===== src/rtl/mc_ctrl_pkg.sv =====
// Shared encodings for the multicycle control unit: FSM states, opcodes,
// aluop classes and the ALU operation codes understood by the datapath ALU.
package mc_ctrl_pkg;

    typedef enum logic [3:0] {
        StFetch    = 4'd0,
        StDecode   = 4'd1,
        StMemAdr   = 4'd2,
        StMemRead  = 4'd3,
        StMemWb    = 4'd4,
        StMemWrite = 4'd5,
        StExecuteR = 4'd6,
        StExecuteI = 4'd7,
        StAluWb    = 4'd8,
        StBeq      = 4'd9,
        StJal      = 4'd10
    } statetype;

    localparam logic [6:0] OP_LW  = 7'b0000011;
    localparam logic [6:0] OP_SW  = 7'b0100011;
    localparam logic [6:0] OP_R   = 7'b0110011;
    localparam logic [6:0] OP_I   = 7'b0010011;
    localparam logic [6:0] OP_BEQ = 7'b1100011;
    localparam logic [6:0] OP_JAL = 7'b1101111;

    // aluop classes handed from the FSM to the ALU decoder
    localparam logic [1:0] ALUOP_ADD   = 2'b00;
    localparam logic [1:0] ALUOP_SUB   = 2'b01;
    localparam logic [1:0] ALUOP_FUNCT = 2'b10;

    localparam logic [2:0] ALU_ADD = 3'b000;
    localparam logic [2:0] ALU_SUB = 3'b001;
    localparam logic [2:0] ALU_AND = 3'b010;
    localparam logic [2:0] ALU_OR  = 3'b011;
    localparam logic [2:0] ALU_XOR = 3'b100;
    localparam logic [2:0] ALU_SLT = 3'b101;
    localparam logic [2:0] ALU_SLL = 3'b110;
    localparam logic [2:0] ALU_SRL = 3'b111;

endpackage


===== src/rtl/alu_decoder.sv =====
// Combinational ALU decoder: maps the FSM's aluop class plus the instruction
// funct fields onto the 3-bit ALU operation code.
module alu_decoder
    import mc_ctrl_pkg::*;
(
    input  logic [1:0] aluop,
    input  logic [2:0] funct3,
    input  logic       op5,
    input  logic       funct7b5,
    output logic [2:0] alucontrol
);

    // Decode operation; only R-type with funct7b5 set turns funct3=000 into sub
    always_comb begin
        alucontrol = ALU_ADD;
        case (aluop)
            ALUOP_ADD: alucontrol = ALU_ADD;
            ALUOP_SUB: alucontrol = ALU_SUB;
            ALUOP_FUNCT: begin
                case (funct3)
                    3'b000:  alucontrol = (op5 & funct7b5) ? ALU_SUB : ALU_ADD;
                    3'b001:  alucontrol = ALU_SLL;
                    3'b010:  alucontrol = ALU_SLT;
                    3'b011:  alucontrol = ALU_ADD;
                    3'b100:  alucontrol = ALU_XOR;
                    3'b101:  alucontrol = ALU_SRL;
                    3'b110:  alucontrol = ALU_OR;
                    3'b111:  alucontrol = ALU_AND;
                    default: alucontrol = ALU_ADD;
                endcase
            end
            default: alucontrol = ALU_ADD;
        endcase
    end

endmodule


===== src/rtl/mc_controller.sv =====
// Multicycle control unit: Moore main FSM sequencing fetch/decode/execute/
// writeback, immediate-format decode, branch resolution and ALU decode.
// Build option: define MC_CTRL_BNE_EN to let funct3[0] invert the branch
// condition in the BEQ state (bne support); otherwise branches test zero only.
module mc_controller
    import mc_ctrl_pkg::*;
(
    input  logic       clk,
    input  logic       reset_n,
    input  logic [6:0] op,
    input  logic [2:0] funct3,
    input  logic       funct7b5,
    input  logic       zero,
    output logic       pcwrite,
    output logic       adrsrc,
    output logic       memwrite,
    output logic       irwrite,
    output logic [1:0] resultsrc,
    output logic [1:0] alusrca,
    output logic [1:0] alusrcb,
    output logic       regwrite,
    output logic [1:0] immsrc,
    output logic [2:0] alucontrol
);

    statetype   state_q, state_d;
    logic [1:0] aluop;
    logic       branch;
    logic       pcupdate;
    logic       take;

    // State register; reset aborts any in-flight instruction back to fetch
    always_ff @(posedge clk or negedge reset_n) begin
        if (!reset_n) begin
            state_q <= StFetch;
        end else begin
            state_q <= state_d;
        end
    end

    // Next-state logic; unrecognised opcodes fall straight back to fetch
    always_comb begin
        state_d = StFetch;
        case (state_q)
            StFetch: state_d = StDecode;
            StDecode: begin
                case (op)
                    OP_LW, OP_SW: state_d = StMemAdr;
                    OP_R:         state_d = StExecuteR;
                    OP_I:         state_d = StExecuteI;
                    OP_BEQ:       state_d = StBeq;
                    OP_JAL:       state_d = StJal;
                    default:      state_d = StFetch;
                endcase
            end
            StMemAdr:   state_d = op[5] ? StMemWrite : StMemRead;
            StMemRead:  state_d = StMemWb;
            StExecuteR: state_d = StAluWb;
            StExecuteI: state_d = StAluWb;
            StJal:      state_d = StAluWb;
            default:    state_d = StFetch;
        endcase
    end

    // Moore control outputs decoded from the current state
    always_comb begin
        adrsrc    = 1'b0;
        memwrite  = 1'b0;
        irwrite   = 1'b0;
        resultsrc = 2'b00;
        alusrca   = 2'b00;
        alusrcb   = 2'b00;
        regwrite  = 1'b0;
        aluop     = ALUOP_ADD;
        branch    = 1'b0;
        pcupdate  = 1'b0;
        case (state_q)
            StFetch: begin
                irwrite   = 1'b1;
                alusrcb   = 2'b10;
                resultsrc = 2'b10;
                pcupdate  = 1'b1;
            end
            StDecode: begin
                alusrca = 2'b01;
                alusrcb = 2'b01;
            end
            StMemAdr: begin
                alusrca = 2'b10;
                alusrcb = 2'b01;
            end
            StMemRead: adrsrc = 1'b1;
            StMemWb: begin
                resultsrc = 2'b01;
                regwrite  = 1'b1;
            end
            StMemWrite: begin
                adrsrc   = 1'b1;
                memwrite = 1'b1;
            end
            StExecuteR: begin
                alusrca = 2'b10;
                aluop   = ALUOP_FUNCT;
            end
            StExecuteI: begin
                alusrca = 2'b10;
                alusrcb = 2'b01;
                aluop   = ALUOP_FUNCT;
            end
            StAluWb: regwrite = 1'b1;
            StBeq: begin
                alusrca = 2'b10;
                aluop   = ALUOP_SUB;
                branch  = 1'b1;
            end
            StJal: begin
                alusrca  = 2'b01;
                alusrcb  = 2'b10;
                pcupdate = 1'b1;
            end
            default: ;
        endcase
    end

    // Branch condition and PC enable (the only output that sees zero)
    always_comb begin
`ifdef MC_CTRL_BNE_EN
        take = funct3[0] ? ~zero : zero;
`else
        take = zero;
`endif
        pcwrite = pcupdate | (branch & take);
    end

    // Immediate format straight from the opcode
    always_comb begin
        case (op)
            OP_SW:   immsrc = 2'b01;
            OP_BEQ:  immsrc = 2'b10;
            OP_JAL:  immsrc = 2'b11;
            default: immsrc = 2'b00;
        endcase
    end

    alu_decoder u_alu_decoder (
        .aluop      (aluop),
        .funct3     (funct3),
        .op5        (op[5]),
        .funct7b5   (funct7b5),
        .alucontrol (alucontrol)
    );

endmodule

===== config.mk =====
export PLATFORM = sky130hd
export DESIGN_NAME = mc_controller
export DESIGN_NICKNAME = d
export VERILOG_FILES = /design/src/rtl/mc_ctrl_pkg.sv /design/src/rtl/alu_decoder.sv /design/src/rtl/mc_controller.sv
export SDC_FILE = /design/constraint.sdc
export NUM_CORES = 1
export LEC_CHECK = 0
export ABC_AREA = 1
export CAP_MARGIN = 20
export CORE_MARGIN = 5
export CORE_UTILIZATION = 40
export DETAILED_ROUTE_END_ITERATION = 10
export GPL_TIMING_DRIVEN = 0
export PLACE_DENSITY = 0.92
export SLEW_MARGIN = 20
export SYNTH_ARGS = -nofsm -noshare
export SYNTH_HDL_FRONTEND = slang
export SYNTH_SLANG_ARGS = --single-unit

===== constraint.sdc =====
create_clock -name clk -period 3.7 [get_ports clk]
set_input_delay 1.11 -clock clk [delete_from_list [all_inputs] [get_ports clk]]
set_output_delay 1.11 -clock clk [all_outputs]
set_load 0.02 [all_outputs]

Word level (Yosys, flattened, before mapping) --
Cells that the tools add are included.
Storage, ports and cells: logic and storage cells 57, register bits 4, bits of input ports 14
Operators by class: equal/unequal tests 25, bitwise logic cells 3, reduce and logical (&&, ||, !) cells 11, muxes and demuxes 17
Operator list (number):
- $pmux 4 s5 | 2
- $pmux 3 s8 | 1
- $eq 4x3->1 const B | 4
- $pmux 2 s2 | 4
- $eq 7x6->1 const B | 2
- $eq 7x7->1 const B | 2
- $eq 3x3->1 const B | 4
- $eq 4x4->1 const B | 3
- $reduce_or 2->1 | 6
- $eq 4x2->1 const B | 2
- $eq 7x2->1 const B | 1
- $eq 7x5->1 const B | 1
- $mux 1 | 7
- $eq 3x2->1 const B | 2
- $pmux 2 s3 | 1
- $pmux 3 s2 | 1
- $reduce_or 3->1 | 2
- $eq 4x1->1 const B | 1
- $logic_not 4->1 | 1
- $reduce_or 4->1 | 1
- $eq 3x1->1 const B | 1
- $logic_not 3->1 | 1
- $mux 3 | 1
- $and 1x1->1 | 2
- 3 further kinds | 3

Longest topological paths before layout --
depth after elaboration 5, mapped depth 7

Modules after synthesis --
From an unflattened synthesis, not the netlist that was laid out.
Second synthesis, totals: cells, all modules 96, area, all modules 526.8 um2
Modules (own cells, without submodules):
- mc_controller | times used 1, cells an instance 73, area an instance 412.9 um2
- alu_decoder | times used 1, cells an instance 23, area an instance 113.9 um2

Worst setup path after synthesis --
OpenSTA, ideal clock, no wires.
path type input to output, start point in funct3[2], end point out alucontrol[2], arrival time 1.818 ns, data required time 2.590 ns, stages on the path 3, path slack 0.772 ns, cell sequence inv_1 > o21ai_0 > a211oi_1
Between the ends: word-level cells in the longest chain between the ends 3, elaborated cells between the ends (all ways) 10, classes of those cells eq/ne: 7; mux: 2; reduce/logical: 1
Ends and longest elaborated chain:
- from (decl) | line mc_controller.sv:11 | input logic [2:0] funct3,
- $eq 3x3->1, or another cell as far along | line alu_decoder.sv:20 | case (funct3)
- $pmux 3 s8 * | line alu_decoder.sv:20
- $pmux 3 s2 * | line alu_decoder.sv:16 | case (aluop)
- to (decl) | line mc_controller.sv:23 | output logic [2:0] alucontrol
Mark *: on every way between the ends. The rest lies on a longest branch, timed or not.

Worst setup path in the final report --
start point in op[4], end point out immsrc[0]
Between the ends: word-level cells in the longest chain between the ends 2, elaborated cells between the ends (all ways) 4, classes of those cells eq/ne: 3; mux: 1
Ends and longest elaborated chain:
- from (decl) | line mc_controller.sv:10 | input logic [6:0] op,
- $eq 7x7->1 / $eq 7x6->1 (equally long branches) | line mc_controller.sv:137 | case (op)
- $pmux 2 s3 * | line mc_controller.sv:137
- to (decl) | line mc_controller.sv:22 | output logic [1:0] immsrc,
Marks and branches as above.

==> results by group <==
Clock network
  • TritonCTS clock tree: built
  • Root Buffer Master: clkbuf_4
  • Max clock buf depth: 2
  • Total CTS buffers: 3
  • Count of instances resized after the clock tree is built: 4
  • CTS Sinks: 4
  • Source-to-sink clock delay at the later pin of the worst-skew pair: 0.24 ns
  • Clock slew at the register clock pins of the worst setup and hold paths: 0.04 ns
  • Buffers inserted by post-CTS timing repair: 0
  • Number of levels the H-tree was split into: 1
  • Total of hold buffers inserted after clock tree synthesis: 0

Cells and area
  • Top library cells by usage in the layout, fill and taps aside: 23 x clkdlybuf4s50_1, 17 x nand2_1, 9 x inv_1
  • Area growth, synth to finish: 61.77%
  • Final cell count without fillers: 130
  • Largest registers: state_q (4)
  • Number of diodes: 0
  • Number of flip-flops under the largest register name: 4
  • Largest register by flop count: state_q
  • Fraction of final layout cells with drive strength greater than 1: 21.74%
  • Fin nets: 133
  • Fill count: 121
  • Core utilization of the finished layout: 67.58%
  • Most common library cell in the layout ignoring fill and taps: clkdlybuf4s50_1

Critical path
  • Slowest CP cell: clkdlybuf4s50_1
  • Reg2reg setup slack: 2.61 ns
  • Required time reported for the critical path endpoint: 2.59 ns
  • Critical-path maximum fanout: 3
  • Cell-by-cell listing of the critical path: clkdlybuf4s50_1 > inv_1 > nand3_2 > inv_2 > nand2_2 > nand2_1 > and3_1 > dlygate4sd2_1
  • Worst setup EP type: primary output
  • Element type at the critical path start: input pin
  • Arrival time of data at the critical path endpoint: 2.48 ns
  • Slowest stage delay, CP: 0.47 ns
  • Crit Path Category: in -> out

GRT
  • Met2 track utilization from global routing: 30.22%
  • Antenna violations before repair: 0
  • Total grt overflow: 0
  • Met1 routing resource usage after global routing: 16.71%
  • Maximum number of pins on one net before global-route repair: 9
  • Vias in the first global route: 646
  • Global routing's busiest layer: met2
  • First-pass GRT wire length: 2497 um
  • Met3 demand-to-capacity share in global routing: 1.953%
  • Global Route Usage Sum: 15.94%

Yosys
  • Register area share after synthesis: 18.65%
  • Netlist area before placement: 536.8 um2
  • Synth Area per Inst: 6.467 um2
  • Gate count of the mapped netlist: 83
  • Synth area leader: dfrtp_1
  • Post-synthesis sequential element count: 4
  • Yosys cell types: 24
  • Area share of the largest cell type after synthesis: 18.65%
  • Count of warnings emitted by yosys: 0
  • Ranking of synthesized cells by area: dfrtp_1 19%, nand2_1 12%, nand3_1 7.5%
  • Post-synthesis net count: 99

Floorplanning
  • DIE AREA: 2174 um2
  • Die span in x: 46.63 um
  • Chip Height: 46.63 um
  • Standard-cell rows: 13
  • Core area: 1285 um2
  • Initial cell density of the core: 41.77%
  • Boundary pin count: 30

Timing
  • Worst-margin pin slew: 0.2410 ns
  • RSZ-0062 raised after global routing: no
  • Clk_skew: 0.007209 ns
  • Setup-failing EPs final: 0
  • Worst slew margin: 83.91%
  • Final period demand of the worst path: 3.589 ns
  • Peak Freq: 278.6 MHz
  • Number of max-slew violations in the final report: 0
  • Count of final hold-check violations: 0
  • Final worst-path cycle share: 97.01%

Power and ir drop
  • Sequential share of power: 14.6%
  • Static Leakage: 0.0004400 uW
  • Clock power share: 15.0%
  • Internal power: 201.8 uW
  • Switching power of the nets: 166.8 uW
  • Comb power frac: 70.4%
  • Power per Cell Area: 424.5 nW/um2
  • Maximum VDD drop: 0.2190 mV
  • Switching portion of total power: 45.26%

Routing
  • Drt pass-1 iters: 4
  • Total via count in the routed design: 665
  • Starting DRC count in detailed routing: 7
  • DRT Wirelength: 1491 um
  • # DRC: 0
  • Via density: 5.115
  • Number of nets still failing antenna checks after routing: 0
  • Average wire length per cell after detail routing: 11.47 um

Run status
  • Run status: finished, final reports clean

Place
  • Count of port buffers added during placement: 29
  • Routability cong.: 0.7972
  • Placed cell count: 127
  • Dpl hpwl: 1283 um

Flow run
  • Max_cap viols: 0

Min path
  • Type of the worst min-delay path: reg -> reg
==> synth_stat cells, drive strengths merged <==
cell and number:
a211oi 1, buf 1, a21oi 4, o211ai 1, a31o 1, o21ai 7, nand4 1, o21bai 1
xnor2 1, nor2 11, nand3 10, inv 16, dfrtp 4, nand2 21, and3 1, ha 2
==> power groups by stage <==
stage	Clock, uW	Combinational [uW]	Sequential (uW)
final	55.4	259	53.8
after global routing	56.9	282	54.2
after CTS	57.9	262	53.7
after detailed placement	0	261	54.2
after global placement	0	256	54.1
after floorplan	0	152	53.9
==> final cells by class <==
cell class                 instances  area (um2)  area share [%]
multi-input combinational         62       371.6           42.80
timing repair buffer              29       290.3           33.43
sequential                         4       100.1           11.53
inverter                          16       60.06           6.916
clock buffer                       3       22.52           2.594
tap                               15       18.77           2.161
buffer                             1       5.005          0.5764
==> worst max-delay path: cells and delay by family <==
family        cells  cell delay [ns]
buf+inv           4             0.99
simple gates      4             0.40
==> routing by layer <==
metal | wire (um) | part of all wire (%) | vias up
met5 | 0 | 0 | -
met4 | 29 | 1.9 | 0
met3 | 80 | 5.4 | 2
met2 | 814 | 55 | 24
met1 | 567 | 38 | 304
li1 | - | - | 335
==> kinds of logic (layout without fill, tap and decap cells) <==
family,count (synthesis),after routing,share of synthesized area (%)
AOI/OAI and AO/OA,15,15,17.48
xor gates and xnor gates,1,1,1.632
adders and majority gates,2,2,4.661
buffers and inverters,17,49,12.12
DFF,4,4,18.65
and+or+nand+nor,44,44,45.46
==> through the flow <==
stage | power [uW] | area [um2] | TNS [ns] | setup slack (ns) | hold WS [ns]
final | 368.6 | 868.3 | 0 | 0.1107 | 0.6359
after floorplan | 205.4 | 536.8 | 0 | 0.7717 | 0.5655
after global placement | 310.2 | 845.8 | -0.3901 | -0.2110 | 0.6130
after CTS | 373.5 | 863.3 | 0 | 0.03148 | 0.6327
after detailed placement | 315.3 | 845.8 | -0.5331 | -0.2208 | 0.6195
after global routing | 392.8 | 868.3 | 0 | 0.008378 | 0.6743
==> path summary, 6_finish.rpt <==
kind / from / end / cells after the start
setup / recovery: op[4] / immsrc[0] / 8
hold / removal: state_q[0]$_DFF_PN0_ / state_q[0]$_DFF_PN0_ / 2
setup reg to reg: state_q[0]$_DFF_PN0_ / state_q[1]$_DFF_PN0_ / 4
hold reg to reg: state_q[0]$_DFF_PN0_ / state_q[0]$_DFF_PN0_ / 2
max in group asynchronous: reset_n / state_q[2]$_DFF_PN0_ / 1
min in group asynchronous: reset_n / state_q[0]$_DFF_PN0_ / 1
(Power assumes the default switching activity.)
